==> src/rtl/apb_mdio_controller_if.sv <==
// APB bus bundle shared by the MDIO management host and its requester.
// Ports: pclk, preset_n; modports completer (slave side) and requester.
interface apb_if #(
    parameter int DATA_WIDTH = 32,
    parameter int ADDR_WIDTH = 10
) (
    input logic pclk,
    input logic preset_n
);
    logic                  psel;
    logic                  penable;
    logic                  pwrite;
    logic [ADDR_WIDTH-1:0] paddr;
    logic [DATA_WIDTH-1:0] pwdata;
    logic [DATA_WIDTH-1:0] prdata;
    logic                  pready;
    logic                  pslverr;

    modport completer (
        input  pclk, preset_n, psel, penable, pwrite, paddr, pwdata,
        output prdata, pready, pslverr
    );

    modport requester (
        input  pclk, preset_n, prdata, pready, pslverr,
        output psel, penable, pwrite, paddr, pwdata
    );
endinterface

==> src/rtl/apb_mdio_controller.sv <==
// APB-controlled IEEE 802.3 Clause 22 MDIO host: one PHY read/write per CMD.
// Ports: apb (completer, 32b data / 10b addr, zero wait), mdc, mdio_out,
//        mdio_tris (1 = released), mdio_in (pre-synchronised pin state).
// Macro APB_MDIO_PREAMBLE_SUPPRESS_EN enables the CMD[11] NOPRE bit.
module apb_mdio_controller #(
    parameter int CLK_DIV = 50
) (
    apb_if.completer apb,
    output logic     mdc,
    output logic     mdio_out,
    output logic     mdio_tris,
    input  logic     mdio_in
);
    typedef enum logic [2:0] {
        S_IDLE, S_PRE, S_HDR, S_TA, S_DATA
    } state_t;

    localparam int DW = $clog2(2 * CLK_DIV);
    localparam logic [DW-1:0] HALF = DW'(CLK_DIV - 1);
    localparam logic [DW-1:0] FULL = DW'(2 * CLK_DIV - 1);

`ifdef APB_MDIO_PREAMBLE_SUPPRESS_EN
    localparam logic [31:0] CMD_MASK = 32'hFFFF_FFFF;
`else
    localparam logic [31:0] CMD_MASK = 32'hFFFF_F7FF;
`endif

    state_t        state;
    state_t        nxt_state;
    logic [5:0]    bit_cnt;
    logic [5:0]    nxt_cnt;
    logic [DW-1:0] div;
    logic          busy;
    logic [31:0]   cmd_q;
    logic [15:0]   rdata;
    logic [15:0]   shreg;
    logic          last;
    logic          nxt_tris;
    logic          nxt_out;

    logic          access;
    logic          addr_cmd;
    logic          addr_sts;
    logic          cmd_wr;
    logic          start;
    logic [31:0]   cmd_new;
    logic [13:0]   hdr;
    logic [15:0]   wdata;
    logic          wr;

    assign access   = apb.psel & apb.penable;
    assign addr_cmd = (apb.paddr == 10'h000);
    assign addr_sts = (apb.paddr == 10'h004);
    assign cmd_wr   = access & apb.pwrite & addr_cmd;
    assign start    = cmd_wr & ~busy;
    assign cmd_new  = apb.pwdata & CMD_MASK;

    assign apb.pready  = access;
    assign apb.pslverr = access & (~(addr_cmd | addr_sts) | (cmd_wr & busy));
    assign apb.prdata  = !access ? 32'h0 :
                         addr_cmd ? cmd_q :
                         addr_sts ? {rdata, 15'h0, busy} : 32'h0;

    assign wr    = cmd_q[10];
    assign wdata = cmd_q[31:16];
    assign hdr   = {2'b01, wr ? 2'b01 : 2'b10, cmd_q[9:5], cmd_q[4:0]};

    // Where the frame goes after the current bit period ends.
    always_comb begin
        nxt_state = state;
        nxt_cnt   = bit_cnt + 6'd1;
        last      = 1'b0;
        unique case (state)
            S_PRE: if (bit_cnt == 6'd31) begin
                nxt_state = S_HDR;
                nxt_cnt   = 6'd0;
            end
            S_HDR: if (bit_cnt == 6'd13) begin
                nxt_state = S_TA;
                nxt_cnt   = 6'd0;
            end
            S_TA: if (bit_cnt == 6'd1) begin
                nxt_state = S_DATA;
                nxt_cnt   = 6'd0;
            end
            S_DATA: if (bit_cnt == 6'd15) begin
                nxt_state = S_IDLE;
                nxt_cnt   = 6'd0;
                last      = 1'b1;
            end
            default: nxt_cnt = 6'd0;
        endcase
    end

    // Pin value for the next bit; reads release the line from TA onward.
    always_comb begin
        nxt_tris = 1'b1;
        nxt_out  = 1'b1;
        unique case (nxt_state)
            S_PRE: nxt_tris = 1'b0;
            S_HDR: begin
                nxt_tris = 1'b0;
                nxt_out  = hdr[4'd13 - nxt_cnt[3:0]];
            end
            S_TA: begin
                nxt_tris = ~wr;
                nxt_out  = wr ? ~nxt_cnt[0] : 1'b1;
            end
            S_DATA: begin
                nxt_tris = ~wr;
                nxt_out  = wr ? wdata[4'd15 - nxt_cnt[3:0]] : 1'b1;
            end
            default: ;
        endcase
    end

    always_ff @(posedge apb.pclk or negedge apb.preset_n) begin
        if (!apb.preset_n) begin
            state     <= S_IDLE;
            bit_cnt   <= 6'd0;
            div       <= '0;
            busy      <= 1'b0;
            cmd_q     <= 32'h0;
            rdata     <= 16'h0;
            shreg     <= 16'h0;
            mdc       <= 1'b0;
            mdio_out  <= 1'b1;
            mdio_tris <= 1'b1;
        end else if (state == S_IDLE) begin
            if (start) begin
                cmd_q     <= cmd_new;
                busy      <= 1'b1;
                state     <= cmd_new[11] ? S_HDR : S_PRE;
                bit_cnt   <= 6'd0;
                div       <= '0;
                mdc       <= 1'b0;
                mdio_tris <= 1'b0;
                // ST begins with 0; the preamble with 1.
                mdio_out  <= ~cmd_new[11];
            end
        end else begin
            if (div == HALF) begin
                mdc <= 1'b1;
                if (state == S_DATA)
                    shreg <= {shreg[14:0], mdio_in};
            end
            if (div == FULL) begin
                div       <= '0;
                mdc       <= 1'b0;
                state     <= nxt_state;
                bit_cnt   <= nxt_cnt;
                mdio_tris <= nxt_tris;
                mdio_out  <= nxt_out;
                if (last) begin
                    busy <= 1'b0;
                    if (!wr)
                        rdata <= shreg;
                end
            end else begin
                div <= div + 1'b1;
            end
        end
    end
endmodule
==> src/flat_wrapper.sv <==
// flat-port wrapper written by rule: the top's interface ports become plain ports
module apb_mdio_controller_flat 
#(
    parameter int CLK_DIV = 50
)
  (mdc, mdio_out, mdio_tris, mdio_in, pclk, preset_n, apb_psel, apb_penable, apb_pwrite, apb_paddr, apb_pwdata, apb_prdata, apb_pready, apb_pslverr);
  apb_if apb_i (.pclk(pclk), .preset_n(preset_n));
  output logic mdc;
  output logic mdio_out;
  output logic mdio_tris;
  input  logic mdio_in;
  input wire logic pclk;
  input wire logic preset_n;
  input wire logic [$bits(apb_i.psel)-1:0] apb_psel;
  input wire logic [$bits(apb_i.penable)-1:0] apb_penable;
  input wire logic [$bits(apb_i.pwrite)-1:0] apb_pwrite;
  input wire logic [$bits(apb_i.paddr)-1:0] apb_paddr;
  input wire logic [$bits(apb_i.pwdata)-1:0] apb_pwdata;
  output wire logic [$bits(apb_i.prdata)-1:0] apb_prdata;
  output wire logic [$bits(apb_i.pready)-1:0] apb_pready;
  output wire logic [$bits(apb_i.pslverr)-1:0] apb_pslverr;
  assign apb_i.psel = apb_psel;
  assign apb_i.penable = apb_penable;
  assign apb_i.pwrite = apb_pwrite;
  assign apb_i.paddr = apb_paddr;
  assign apb_i.pwdata = apb_pwdata;
  assign apb_prdata = apb_i.prdata;
  assign apb_pready = apb_i.pready;
  assign apb_pslverr = apb_i.pslverr;
  apb_mdio_controller #(.CLK_DIV(CLK_DIV)) u_core (.apb(apb_i), .mdc(mdc), .mdio_out(mdio_out), .mdio_tris(mdio_tris), .mdio_in(mdio_in));
endmodule
==> config.mk <==
export PLATFORM = sky130hd
export DESIGN_NAME = apb_mdio_controller_flat
export DESIGN_NICKNAME = d
export VERILOG_FILES = /design/src/rtl/apb_mdio_controller_if.sv /design/src/rtl/apb_mdio_controller.sv /design/src/flat_wrapper.sv
export SDC_FILE = /design/constraint.sdc
export NUM_CORES = 1
export LEC_CHECK = 0
export CORE_MARGIN = 4
export CORE_UTILIZATION = 47
export DETAILED_ROUTE_END_ITERATION = 7
export PLACE_DENSITY = 0.76
export SLEW_MARGIN = 5
export SYNTH_ARGS = -nofsm -noshare
export SYNTH_HDL_FRONTEND = slang
export SYNTH_SLANG_ARGS = --single-unit
export TNS_END_PERCENT = 30
==> constraint.sdc <==
create_clock -name pclk -period 2.9 [get_ports pclk]
set_input_delay 0.58 -clock pclk [delete_from_list [all_inputs] [get_ports pclk]]
set_output_delay 0.58 -clock pclk [all_outputs]
set_load 0.02 [all_outputs]
==> results of run 1 <==
## final cells by class
cell class / count / area [um2] / share of cell area (%)
sequential: 83 / 2081 / 35.97
timing repair buffer: 113 / 999.7 / 17.28
multi-input combinational: 280 / 2302 / 39.80
inverter: 8 / 30.03 / 0.5191
clock inverter: 6 / 95.09 / 1.644
tap: 111 / 138.9 / 2.401
clock buffer: 10 / 137.6 / 2.379
## state kept, by name (all words and copies together), names as in the netlist
register / flops
u_core.busy: 1
u_core.mdio_tris: 1
u_core.mdc: 1
u_core.rdata: 16
u_core.shreg: 16
u_core.mdio_out: 1
u_core.div: 7
u_core.state: 3
u_core.bit_cnt: 6
u_core.cmd_q: 31
## kinds of logic after synthesis
logic type      count (synthesis)  synth area share (%)
other cells                     1               0.08490
buf+inv                        28                 3.258
compound gates                 66                 11.50
mux                            86                 21.27
xor+xnor                        5                0.9917
flops                          83                 47.08
fa+ha+maj                       6                 1.700
simple gates                  116                 14.11
## routing by layer
layer  global-route usage, %  routed length, um
met1                   25.90               4802
met2                   32.22               5384
met3                   3.335                355
met4                   8.060                275
met5                       0                  0
## synthesized netlist by cell type (all sizes together), types with 8 or more instances
cell	n	area [um2]
o21ai	17	85.08
buf	12	83.83
nand3	9	57.56
inv	8	30.03
a21oi	9	48.80
nor2	38	155.1
dfrtp	81	2027
clkbuf	8	30.03
nand2	22	82.58
mux2i	23	230.2
and2	17	108.9
mux2	63	709.4
## layout by cell type (no fill, tap or decap), types with 5 or more instances in the layout
cell and n:
a21oi_1 8, and2_1 15, buf_2 25, buf_4 24
buf_6 5, clkbuf_8 10, clkdlybuf4s15_2 6, clkdlybuf4s50_1 46
dfrtp_1 80, inv_1 7, mux2_2 63, mux2i_1 23
nand2_1 21, nand2b_1 6, nand3_1 8, nor2_1 33
o21ai_0 14, o31ai_1 5
## stage by stage
stage               instances  TNS [ns]  hold WS, ns  setup WS, ns
floorplan                 391         0       0.2844       0.03822
global placement          589    -15.06       0.4687       -0.4324
detailed placement        589    -22.57       0.4636       -0.5485
CTS                       606   -0.2291       0.2473      -0.02540
global route              611  -0.07015       0.2629      -0.07015
finish                    611         0       0.2007       0.03999
## worst max-delay path: stages (launching register included)
cell and delay [ns]:
dfrtp_1 0.39, inv_2 0.09, ha_4 0.13, nor3b_4 0.32, nand3_4 0.14, a211oi_4 0.35
nor2_4 0.09, ha_4 0.30, buf_6 0.10, nand2b_1 0.04, and3_1 0.19, a211oi_2 0.23
a311oi_2 0.08, o32a_1 0.34
## worst max path at each step
stage / from / end / slack, ns
floorplan: u_core.bit_cnt[0] / u_core.mdio_out / 0.04
global placement: apb_paddr[0] / apb_prdata[12] / -0.43
detailed placement: apb_paddr[0] / apb_prdata[14] / -0.55
CTS: apb_paddr[0] / apb_prdata[28] / -0.03
global route: u_core.bit_cnt[1] / u_core.mdio_out / -0.07
finish: u_core.bit_cnt[1] / u_core.mdio_out / 0.04
## power groups by stage
stage | clock network (uW) | registers (uW) | logic, uW
floorplan | 0 | 1180 | 18.3
global placement | 0 | 1180 | 113
detailed placement | 0 | 1180 | 115
CTS | 989 | 1160 | 117
global route | 1040 | 1160 | 124
finish | 974 | 1160 | 115
## what timing repair did
action                     4_1_cts  5_1_grt
buffers inserted                 1        4
hold buffers                     0        0
pin swaps                        0       15
resized for setup              119       31
setup endpoints to repair       33       44
gates cloned                     0        1
==> flow_metrics.tcl, run 1 <==
set metrics [dict create \
    switchingPower_uw 504.3 \
    regToRegSetupSlack_ns 0.04 \
    hp-class "in2async" \
    synth_area_per_cell_um2 11.30 \
    cts_tree "yes" \
    die_w_um 104.9 \
    synth-seq-area-share_pct 47.08 \
    relSlewSlack_pct 50.45 \
    fp.dieH_um 104.9 \
    place_area_um2 5495 \
    drive_gt1_share_pct 36.00 \
    via_count 3399 \
    num-nets-final 549 \
    grt-ovfl-total 0 \
    wl_um 10820 \
    dpl.hpwl_um 7518 \
    path_clk_slew_ns 0.09 \
    pwr-share-seq_pct 51.5 \
    syn-cell-area_um2 4417 \
    route.detailed.drc 0 \
    clock_latency_ns 0.37 \
    cts_buffers 9 \
    regToRegEndpoint "u_core.mdio_out" \
    fp.dieArea_um2 11010 \
    drt-initial-drc-count 94 \
    min_period_ns 2.860 \
    worstPathRequired_ns 3.20 \
    postSynthCellCount 391 \
    synth.distinct_cells 67 \
    p_leak_uw 0.002704 \
    ys_seq_elements 83 \
    arrival_ns 3.16 \
    rr_worst_depth 13 \
    n_fill_cell 754 \
    globalplace.congestion 0.9001 \
    status "complete, no violations" \
    cts_htree_levels 3 \
    cts_root_buffer "clkbuf_8" \
    dr.pass1.iters 4 \
    p_per_area_nw_per_um2 388.4 \
    wl_per_cell_um 17.70 \
    grt_use_total_pct 19.66 \
    yosys_warnings 0 \
    worst_slew_pin_slew_ns 0.7415 \
    utilization_pct 62.90 \
    rsz0062_at_grt "yes" \
    async_flop_share_pct 100.0 \
    synth_edf_count 0 \
    ioPinCount 85 \
    cp_max_fo 5 \
    core_um2 9196 \
    setup_viol 0 \
    clock_skew_ns 0.01397 \
    initial_utilization_pct 48.03 \
    core.rowCount 35 \
    critPathKind "reg2reg" \
    routed_via_density 5.563 \
    grt_pass1_vias 3406 \
    clockPowerShare_pct 43.4 \
    grt_max_degree 84 \
    io_buffers 82 \
    grt_pass1_wl_um 17260 \
    cts_buffer_depth 2 \
    p_int_uw 1742 \
    cp-start-kind "flip-flop" \
    design_area_um2 5784 \
    area_growth_pct 30.96 \
    ant_nets 0 \
    max_freq_mhz 349.6 \
    diodes 0 \
    synth_nets 445 \
    swShare_pct 22.45 \
    vdd_ir_drop_max_mv 0.2530 \
    rr_startpoint "u_core.bit_cnt[1]" \
    hold_viol_final 0 \
    synthFlopType "dfrtp_1" \
    p_comb_share_pct 5.1 \
    drv_slew 0 \
    antenna_found_initial 0 \
    period_share_pct 98.62 \
    endpoint_kind "flip-flop" \
    total_power_uw 2247 \
    numClockSinks 83 \
    maxCapViolCount 0 \
]
(Power assumes the default switching activity.)
==> run 2: changes to the inputs <==
--- a/config.mk
+++ b/config.mk
@@ -5,10 +5,13 @@
 export SDC_FILE = /design/constraint.sdc
 export NUM_CORES = 1
 export LEC_CHECK = 0
+export CAP_MARGIN = 10
 export CORE_MARGIN = 4
 export CORE_UTILIZATION = 47
+export CTS_CLUSTER_SIZE = 16
 export DETAILED_ROUTE_END_ITERATION = 7
 export PLACE_DENSITY = 0.76
+export SKIP_CTS_REPAIR_TIMING = 1
 export SLEW_MARGIN = 5
 export SYNTH_ARGS = -nofsm -noshare
 export SYNTH_HDL_FRONTEND = slang
==> run 2 against run 1 <==
Final area fell by 0.50%. Critical path depth fell by 4. Final cell count decreased by 0.82%. Worst setup slack improved by 0.012 ns. Via count down 1.3%. Critical endpoint is now apb_prdata[4].
==> flow_metrics.tcl, run 2 (same netlist as run 1, synthesis figures left out) <==
set metrics [dict create \
    initial_utilization_pct 48.03 \
    routed_via_density 5.536 \
    p_per_area_nw_per_um2 389.4 \
    grt_pass1_vias 3407 \
    core.rowCount 35 \
    wl_um 10620 \
    period_share_pct 98.22 \
    min_period_ns 2.848 \
    drt-initial-drc-count 87 \
    final_common_cell "dfrtp_1" \
    cp_cell_sequence "clkdlybuf4s50_1, nor4_2, nand2_1, nor4_2, nand2_1, nor2_4, buf_6, and2_1, clkbuf_2" \
    clock_skew_ns 0.01473 \
    n_fill_cell 759 \
    cts_htree_levels 3 \
    io_buffers 82 \
    regMostFlops "u_core.cmd_q" \
    ioPinCount 85 \
    setup_tns_ns 0 \
    drv_slew 0 \
    clock_latency_ns 0.36 \
    path_clk_slew_ns 0.09 \
    cp_max_fo 7 \
    arrival_ns 2.27 \
    utilization_pct 62.59 \
    max_freq_mhz 351.1 \
    grt_max_degree 84 \
    top_regs "u_core.cmd_q x31, u_core.rdata x16, u_core.shreg x16" \
    ant_nets 0 \
    dr.pass1.iters 4 \
    num-nets-final 544 \
    setup_viol 0 \
    worst_slew_pin_slew_ns 0.7561 \
    wl_per_cell_um 17.53 \
    via_count 3355 \
    dpl.hpwl_um 7518 \
    area_growth_pct 30.31 \
    diodes 0 \
    cts_buffer_depth 2 \
    critPathKind "in2out" \
    largest_reg_flops 31 \
    p_leak_uw 0.002895 \
    core_um2 9196 \
    die_w_um 104.9 \
    cts_root_buffer "clkbuf_8" \
    dpl_worst_slack_ns -0.5485 \
    rsz0062_at_grt "yes" \
    critPathSlowestCell "clkdlybuf4s50_1" \
    cts_buffers 9 \
    grt-ovfl-total 0 \
    hold_viol_final 0 \
    relSlewSlack_pct 49.47 \
    vdd_ir_drop_max_mv 0.2537 \
    endpoint_kind "primary output" \
    numClockSinks 83 \
    route.detailed.drc 0 \
    critPathMaxStageDelay_ns 0.42 \
    fp.dieArea_um2 11010 \
    maxCapViolCount 0 \
    status "complete, no violations" \
    antenna_found_initial 0 \
    globalplace.congestion 0.9001 \
    grt_use_total_pct 19.54 \
    layout_setup_ws_ns 0.05160 \
    grt_pass1_wl_um 17150 \
    mostFrequentLayoutCells "dfrtp_1, mux2_2, clkdlybuf4s50_1" \
    cp-start-kind "input pin" \
    worstPathRequired_ns 2.32 \
    drive_gt1_share_pct 31.31 \
    fp.dieH_um 104.9 \
    hp-class "in2async" \
    cts_tree "yes" \
]
run 2: cell types whose count changed in the layout (fill, tap and decap cells not counted), sizes merged:
cell           delta
clkdlybuf4s50     +1
buf              -24
clkbuf           +11
clkdlybuf4s15     -6
dlymetal6s2s     +13
run 2: metal layers:
layer	wire length (um)	track usage [%]	vias up
met4	255	7.216	0
met3	343	3.335	17
met2	5280	32.45	58
li1	-	-	1602
met5	0	0	-
met1	4744	25.70	1678
run 2: critical path: cells and delay by family:
family / cells / cell delay, ns
buffers and inverters: 3 / 0.73
and+or+nand+nor: 6 / 0.94
run 2: layout make-up:
| type | instances | area [um2] | share of cell area (%) |
|---|---|---|---|
| multi-input cells | 280 | 2242 | 38.96 |
| flip-flops and latches | 83 | 2081 | 36.15 |
| repair buffers | 108 | 1031 | 17.91 |
| well taps | 111 | 138.9 | 2.413 |
| clock buffers | 10 | 137.6 | 2.391 |
| clock inverters | 6 | 95.09 | 1.652 |
| inverters | 8 | 30.03 | 0.5217 |
run 2: path summary, 6_finish.rpt:
path | start | end | slack (ns) | cells past startpoint
max | apb_paddr[8] | apb_prdata[4] | 0.05 | 9
min | preset_n | u_core.cmd_q[5] | 0.22 | 2
max reg2reg | u_core.bit_cnt[1] | u_core.mdio_out | 0.07 | 11
min reg2reg | u_core.mdio_tris | u_core.mdio_tris | 0.47 | 2
max in group asynchronous | preset_n | u_core.mdio_tris | 2.29 | 2
min in group pclk | u_core.mdio_tris | u_core.mdio_tris | 0.47 | 2
run 2: power by group:
part	leakage, uW	internal [uW]	switching (uW)
combinational	0.00166	68.0	46.0
sequential	0.00112	1160	0.461
clock	0.000111	517	453
total	0.00290	1740	499
run 2: metrics by stage:
stage	area, um2	cells	hold slack [ns]	power (uW)
2_1_floorplan	4424	391	0.2844	1199
3_3_place_gp	5495	589	0.4687	1293
3_5_place_dp	5495	589	0.4636	1296
4_1_cts	5728	605	0.2473	2263
5_1_grt	5756	606	0.2633	2319
6_report	5756	606	0.2154	2241
